**src/rtl/tdm_demux4.sv**
```systemverilog
// rtl/tdm_demux4.sv - four-channel TDM serial demultiplexer with word-sync tracking
module tdm_demux4 #(
   parameter int W = 8
) (
   input  logic         clk,
   input  logic         rst_n,
   input  logic         en,
   input  logic         din,
   input  logic         sync,
   output logic [W-1:0] ch_a,
   output logic [W-1:0] ch_b,
   output logic [W-1:0] ch_c,
   output logic [W-1:0] ch_d,
   output logic         word_valid,
   output logic         locked,
   output logic         sync_err
);

   localparam int BCW = $clog2(W);
   localparam logic [BCW-1:0] LAST_BIT = BCW'(W - 1);

   typedef enum logic {IDLE, RUN} state_t;

   state_t         state_q, state_d;
   logic [1:0]     slot_q;
   logic [BCW-1:0] bitcnt_q;
   logic [W-1:0]   sh_a, sh_b, sh_c, sh_d;

   // The bit that starts a word (fresh lock or resync) is always A, bit 0.
   logic take_a0;
   logic resync_err;
   logic shift;
   logic last;

   // FSM state register; locked is simply "in RUN", so it clears with reset.
   always_ff @(posedge clk or negedge rst_n) begin
      if (!rst_n) state_q <= IDLE;
      else        state_q <= state_d;
   end

   // Next state and per-cycle datapath controls; nothing happens when en=0.
   always_comb begin
      state_d    = state_q;
      take_a0    = 1'b0;
      resync_err = 1'b0;
      shift      = 1'b0;
      last       = 1'b0;
      if (en) begin
         case (state_q)
            IDLE: begin
               if (sync) begin
                  state_d = RUN;
                  take_a0 = 1'b1;
               end
            end
            RUN: begin
               if (sync && (slot_q != 2'd0 || bitcnt_q != '0)) begin
                  take_a0    = 1'b1;
                  resync_err = 1'b1;
               end else begin
                  shift = 1'b1;
                  last  = (slot_q == 2'd3) && (bitcnt_q == LAST_BIT);
               end
            end
            default: state_d = IDLE;
         endcase
      end
   end

   // Slot/bit counters, per-channel shift registers and output word registers.
   always_ff @(posedge clk or negedge rst_n) begin
      if (!rst_n) begin
         slot_q     <= 2'd0;
         bitcnt_q   <= '0;
         sh_a       <= '0;
         sh_b       <= '0;
         sh_c       <= '0;
         sh_d       <= '0;
         ch_a       <= '0;
         ch_b       <= '0;
         ch_c       <= '0;
         ch_d       <= '0;
         word_valid <= 1'b0;
         sync_err   <= 1'b0;
      end else begin
         word_valid <= 1'b0;
         sync_err   <= 1'b0;
         if (take_a0) begin
            sh_a     <= {sh_a[W-2:0], din};
            slot_q   <= 2'd1;
            bitcnt_q <= '0;
            sync_err <= resync_err;
         end else if (shift) begin
            case (slot_q)
               2'd0:    sh_a <= {sh_a[W-2:0], din};
               2'd1:    sh_b <= {sh_b[W-2:0], din};
               2'd2:    sh_c <= {sh_c[W-2:0], din};
               default: sh_d <= {sh_d[W-2:0], din};
            endcase
            slot_q <= slot_q + 2'd1;
            if (slot_q == 2'd3) begin
               bitcnt_q <= last ? '0 : bitcnt_q + BCW'(1);
            end
            if (last) begin
               ch_a       <= sh_a;
               ch_b       <= sh_b;
               ch_c       <= sh_c;
               ch_d       <= {sh_d[W-2:0], din};
               word_valid <= 1'b1;
            end
         end
      end
   end

   assign locked = (state_q == RUN);

endmodule
```
**config.mk**
```make
export PLATFORM = sky130hd
export DESIGN_NAME = tdm_demux4
export DESIGN_NICKNAME = d
export VERILOG_FILES = /design/src/rtl/tdm_demux4.sv
export SDC_FILE = /design/constraint.sdc
export NUM_CORES = 1
export LEC_CHECK = 0
export ABC_AREA = 1
export CORE_ASPECT_RATIO = 0.5
export CORE_MARGIN = 5
export CORE_UTILIZATION = 49
export CTS_CLUSTER_DIAMETER = 60
export DETAILED_ROUTE_END_ITERATION = 8
export PLACE_DENSITY = 0.75
export SYNTH_ARGS = -nofsm -noshare
export SYNTH_HDL_FRONTEND = slang
export SYNTH_SLANG_ARGS = --single-unit
```
**constraint.sdc**
```tcl
create_clock -name clk -period 1.8 [get_ports clk]
set_clock_uncertainty 0.2 [all_clocks]
set_input_delay 0.27 -clock clk [delete_from_list [all_inputs] [get_ports clk]]
set_output_delay 0.27 -clock clk [all_outputs]
set_load 0.1 [all_outputs]
```
; After elaboration in Yosys (flattened, before gate mapping)
; Index checks and enable logic that the tools add are counted.
; W data, S select, Z words.
[word_totals]
word_cells = 64
out_inout_bits = 35
input_bits = 5
ff_bits = 71
[classes]
bitwise = 3
n_eq_ne = 4
n_mux = 26
n_reduce_logical = 16
addsub = 2
[ops]
columns = operator, count
row1 = $mux W8, 3
row2 = $mux W1, 16
row3 = $mux W3, 4
row4 = $reduce_and A3 Y1, 4
row5 = $reduce_bool A2 Y1, 4
row6 = $eq A2 B2 Y1 const B, 2
row7 = $mux W2, 2
row8 = $reduce_and A2 Y1, 2
row9 = $add A3 B1 Y3 const B, 1
row10 = $eq A3 B3 Y1 const B, 1
row11 = $not A1 Y1, 3
row12 = $reduce_bool A3 Y1, 1
row13 = $reduce_or A3 Y1, 1
row14 = $add A2 B1 Y2 const B, 1
row15 = $eq A2 B1 Y1 const B, 1
row16 = $logic_and A1 B1 Y1, 2
row17 = $logic_not A2 Y1, 1
row18 = $pmux W1 S2, 1
row19 = $logic_or A1 B1 Y1, 1

; Depth between registers and ports, before layout
[depth]
ltp_word = 10
mapped_depth = 8
ltp_nobuf = 8

; Worst setup path before layout
; OpenSTA, ideal clock, no wires.
[synth_path]
kind = register to register
startpoint = register state_q (netlist: locked)
endpoint = register ch_a[0]
required_time_ns = 1.478
period_less_slack_ns = 2.088
path_slack_ns = -0.288
path_buffers = 1
t_arrival_ns = 1.765
stages_incl_launch_ff = 7
setup_ns = 0.122
path_cell_list = dfrtp_1 nand2_2 inv_4 nand3_4 buf_6 nand2_1 o21ai_2
[synth_between]
elab_chain_len = 5
word_cells_on_any_way = 9
classes_between = mux: 6 / bitwise: 2 / reduce/logical: 1
[synth_lines]
columns = item, line
row1 = "start, declared", 24  ; state_t state_q, state_d;
row2 = "start signal, assigned", 38  ; else state_q <= state_d;
row3 = $not A1 Y1, -
row4 = $pmux W1 S2, 49  ; case (state_q)
row5 = $mux W1, 48  ; if (en) begin
row6 = $not A1 Y1 (no line), -
row7 = $reduce_and A3 Y1 (no line) (*), -
row8 = "end signal, assigned", 79  ; ch_a <= '0;
row9 = "end signal, assigned", 105  ; ch_a <= sh_a;
row10 = "end, declared", 10  ; output logic [W-1:0] ch_a,
; Every way passes the cells marked *; elsewhere a longest branch is shown, timed or not.
; A chain may end at the register's enable or synchronous reset.

; Worst setup path in the final report
[layout_path]
startpoint = register slot_q[0]
endpoint = register ch_c[5]
[layout_between]
elab_chain_len = 8
word_cells_on_any_way = 16
classes_between = eq/ne: 1 / mux: 9 / bitwise: 1 / reduce/logical: 5
[layout_lines]
columns = item, line
row1 = "start, declared", 25  ; logic [1:0] slot_q;
row2 = "start signal, assigned", 100  ; slot_q <= slot_q + 2'd1;
row3 = $reduce_bool A2 Y1, 57  ; if (sync && (slot_q != 2'd0 || bitcnt_q != '0)) begin
row4 = $logic_or A1 B1 Y1, 57
row5 = $logic_and A1 B1 Y1, 57
row6 = $mux W1, 57
row7 = $pmux W1 S2, 49
row8 = $mux W1, 48
row9 = $not A1 Y1 (no line), -
row10 = $reduce_and A3 Y1 (no line) (*), -
row11 = "end signal, assigned", 81  ; ch_c <= '0;
row12 = "end signal, assigned", 107  ; ch_c <= sh_c;
row13 = "end, declared", 12  ; output logic [W-1:0] ch_c,
; Marks and branches as above.

==> impl_summary.md <==
Setup path
The number of cells on the worst reg-to-reg path is 8. The worst endpoint data arrival time is 1.78 ns. The worst setup path is launched from a flip-flop. The classification of the worst setup path is reg -> reg. The maximum fanout encountered on the critical timing path is 32. The nature of the critical path endpoint is a flip-flop.

At the worst endpoint, the required time is 1.81 ns.

Yosys
Yosys printed 0 warnings. The most frequently used cell type in the post-synthesis netlist is sky130_fd_sc_hd__nand2_1. Synthesis produced 291 cells. Among all flip-flop cells after synthesis, the most frequent one is sky130_fd_sc_hd__dfrtp_1. In this run, synthesis produced a sequential element count of 71.

After synthesis, the mean cell area works out to 10.47 µm². The synthesized netlist contains 18 unique library cells. The synthesized design contains 0 enable-type register cells. The synthesized design spends more area on one cell type than any other, namely sky130_fd_sc_hd__dfrtp_1. The share of synthesized area in the top cell type comes to 58.29%.

The total nets after synthesis is 303. The share of the yosys chip area belonging to registers is 58.29%. In the synthesized netlist the async set-or-reset flop fraction comes to 100.0%. After synthesis, the cell types taking the most area are sky130_fd_sc_hd__dfrtp_1 58%, sky130_fd_sc_hd__o21ai_2 10%, sky130_fd_sc_hd__nand2_1 9.7%. The combined area of all synthesized cells is 3048 µm². In the synthesized netlist, the cells that appear most often are 79 x sky130_fd_sc_hd__nand2_1, 71 x sky130_fd_sc_hd__dfrtp_1, 39 x sky130_fd_sc_hd__inv_1.

Clock tree
Counting every sink on the clock net gives 71. Counting the buffers created by CTS gives 9. The buffer cell driving the clock tree root is sky130_fd_sc_hd__clkbuf_16.

TritonCTS built the clock tree. In this run the number of H-tree levels came out at 3. Counting along the longest clock path gives a buffer depth of 2. The clock insertion delay at the later pin of the skew report is 0.32 ns.

The clock edge transition at the registers on the reported setup and hold paths is 0.06 ns.

Global routing
The initial antenna violation count came to 0. The global-route wire length before repair is 10.18 mm. The pin count of the biggest net entering global routing is 33. The global-route total usage across every layer is 16.30%. The leftover overflow at the end of global routing is 0. The via count of the first global-routing pass is 2205.

Die
The number of top-level pins is 40. The die is 65.77 µm tall. The total die area is 7993 µm².

The floorplan step defined a core boundary enclosing 6056 µm². The number of standard-cell rows in the floorplan is 20. The width of the chip is 121.5 µm. The initial utilization of the core area, before any placement, comes to 50.33%.

Route
The via-per-instance ratio is 4.763. The final layout contains routed wiring with a total length of 5.994 mm. The wire length per cell after detailed routing is 13.65 µm.

The first routing iteration left 117 violations. For this block, the via count after detailed routing is 2091. The first detailed-routing pass took 4 iterations. For this run, design rule violations remaining after detail routing come to 0.

The count of nets left with antenna violations after detail routing is 0.

Outcome
The flow ran to the end, and the final reports show no timing, DRC or antenna violations.

STA
After layout, the worst path uses 98.49% of the clock period. The worst slew margin relative to its limit is 66.31%. For the pin with the worst max-slew slack, the measured transition is 0.5054 ns.

The number of pins with negative max-slew slack in the final report is 0. The number of hold violations in the final report was 0. The minimum period implied by the final worst setup slack is 1.773 ns. Setup repair after global routing could not meet its margin everywhere. Timing would allow up to 564.1 MHz. Setup violations remaining at the end of the flow were counted as 0.

Power
IR analysis of the VDD net gives a maximum drop of 0.7102 mV. The leakage dissipation is 1.990 nW. The overall power after layout is 4.997 mW. Power spread over the standard cell area amounts to 1159 nW/µm².

Placed design
At the end of routability-driven placement, the weighted congestion stood at 0.7544. After detailed placement, the design holds a cell count of 418. The number of buffer cells added on primary ports is 39.

The detailed placer's ending HPWL is 3.947 mm.

Cells and area
The count of inserted antenna diode cells is 0. The filler cells instantiated in the layout total 422. The layout overhead on the synthesized area is 41.42%. The finished layout holds 439 standard cells, fillers aside. The layout net count is 359.

The share of layout cells above drive strength 1 is 33.62%.

Min path
The worst min-delay path class is in -> async.

Flow run
The reported max-cap violation count is 0.
metal layers:
| metal | share of wire [%] | wire length, µm | up-vias | global-route usage [%] |
|---|---|---|---|---|
| met5 | 0 | 0 | - | 0 |
| met4 | 0.63 | 38 | 0 | 5.028 |
| met3 | 4.4 | 261 | 4 | 4.444 |
| met2 | 49 | 2959 | 41 | 27.77 |
| met1 | 46 | 2734 | 1011 | 20.52 |
| li1 | - | - | 1035 | - |
path summary, 6_finish.rpt:
check	from	end	slack, ns
max reg2reg	slot_q[0]$_DFFE_PN0P_	ch_c[5]$_DFFE_PN0P_	0.03
min	rst_n	locked$_DFFE_PN0P_	0.25
max in group asynchronous	rst_n	sh_b[6]$_DFFE_PN0P_	0.60
max	slot_q[0]$_DFFE_PN0P_	ch_c[5]$_DFFE_PN0P_	0.03
min reg2reg	sh_a[5]$_DFFE_PN0P_	sh_a[5]$_DFFE_PN0P_	0.29
min in group clk	sh_a[5]$_DFFE_PN0P_	sh_a[5]$_DFFE_PN0P_	0.29
cell families after synthesis:
logic type	after synthesis	share of synthesized area, %
compound gates	63	14.86
flops	71	58.29
buf+inv	50	8.703
fa+ha+maj	7	2.873
simple gates	100	15.27
registers in the layout, indices dropped and copies added, names as in the netlist, 2 cells and up:
name      cells
sh_a          8
bitcnt_q      3
ch_c          8
ch_a          8
slot_q        2
ch_d          8
sh_b          8
ch_b          8
sh_c          8
sh_d          7
final cells by class:
| cell class | count | area [µm²] | area share (%) |
|---|---|---|---|
| well taps | 88 | 110.1 | 2.554 |
| multi-input cells | 172 | 1040 | 24.12 |
| clock inverters | 5 | 81.33 | 1.887 |
| clock buffers | 10 | 239.0 | 5.544 |
| flip-flops and latches | 71 | 1778 | 41.25 |
| repair buffers | 53 | 909.6 | 21.10 |
| inverters | 40 | 152.6 | 3.541 |
through the flow:
step	TNS, ns	hold WS, ns	util, %	setup slack, ns	instance area, µm²
floorplan	0	-0.2256	-	0.03049	3049
global placement	0	0.04973	64.73	0.007861	3920
detailed placement	-0.3984	0.05650	64.73	-0.07052	3920
CTS	0	0.2610	70.23	0.03536	4253
global route	-0.1759	0.2998	71.18	-0.02559	4310
finish	0	0.2547	71.18	0.02715	4310
cells in the final DEF (no fill, tap or decap), types with 3 or more instances in the layout:
| master | n |
|---|---|
| sky130_fd_sc_hd__buf_12 | 40 |
| sky130_fd_sc_hd__buf_4 | 7 |
| sky130_fd_sc_hd__clkbuf_16 | 9 |
| sky130_fd_sc_hd__clkdlybuf4s50_1 | 3 |
| sky130_fd_sc_hd__dfrtp_1 | 70 |
| sky130_fd_sc_hd__ha_1 | 6 |
| sky130_fd_sc_hd__inv_1 | 37 |
| sky130_fd_sc_hd__nand2_1 | 79 |
| sky130_fd_sc_hd__nand2_2 | 4 |
| sky130_fd_sc_hd__nand3_1 | 6 |
| sky130_fd_sc_hd__nand3_4 | 5 |
| sky130_fd_sc_hd__nor2_1 | 4 |
| sky130_fd_sc_hd__o21ai_0 | 19 |
| sky130_fd_sc_hd__o21ai_1 | 6 |
| sky130_fd_sc_hd__o21ai_2 | 36 |
worst max-delay path, cell delays in order (launching register included):
cell and delay [ns]:
sky130_fd_sc_hd__dfrtp_1 0.40, sky130_fd_sc_hd__inv_2 0.09, sky130_fd_sc_hd__ha_2 0.21, sky130_fd_sc_hd__nand3_4 0.10, sky130_fd_sc_hd__nand2_4 0.13, sky130_fd_sc_hd__nand3_4 0.14
sky130_fd_sc_hd__buf_12 0.21, sky130_fd_sc_hd__nand2_1 0.10, sky130_fd_sc_hd__o21ai_2 0.06
report_power, final:
part / internal, mW / switching, mW
combinational: 0.390 / 0.693
clock: 1.24 / 0.635
sequential: 1.87 / 0.167
repair_timing:
item,CTS,global route
buffers inserted,0,3
gates resized for setup,3,5
endpoints found under the setup margin,5,22
pin swaps,0,2
hold buffers,1,0
gates cloned,0,2
endpoints found under the hold margin,16,0
No activity file was read; power rests on OpenSTA's default activity.
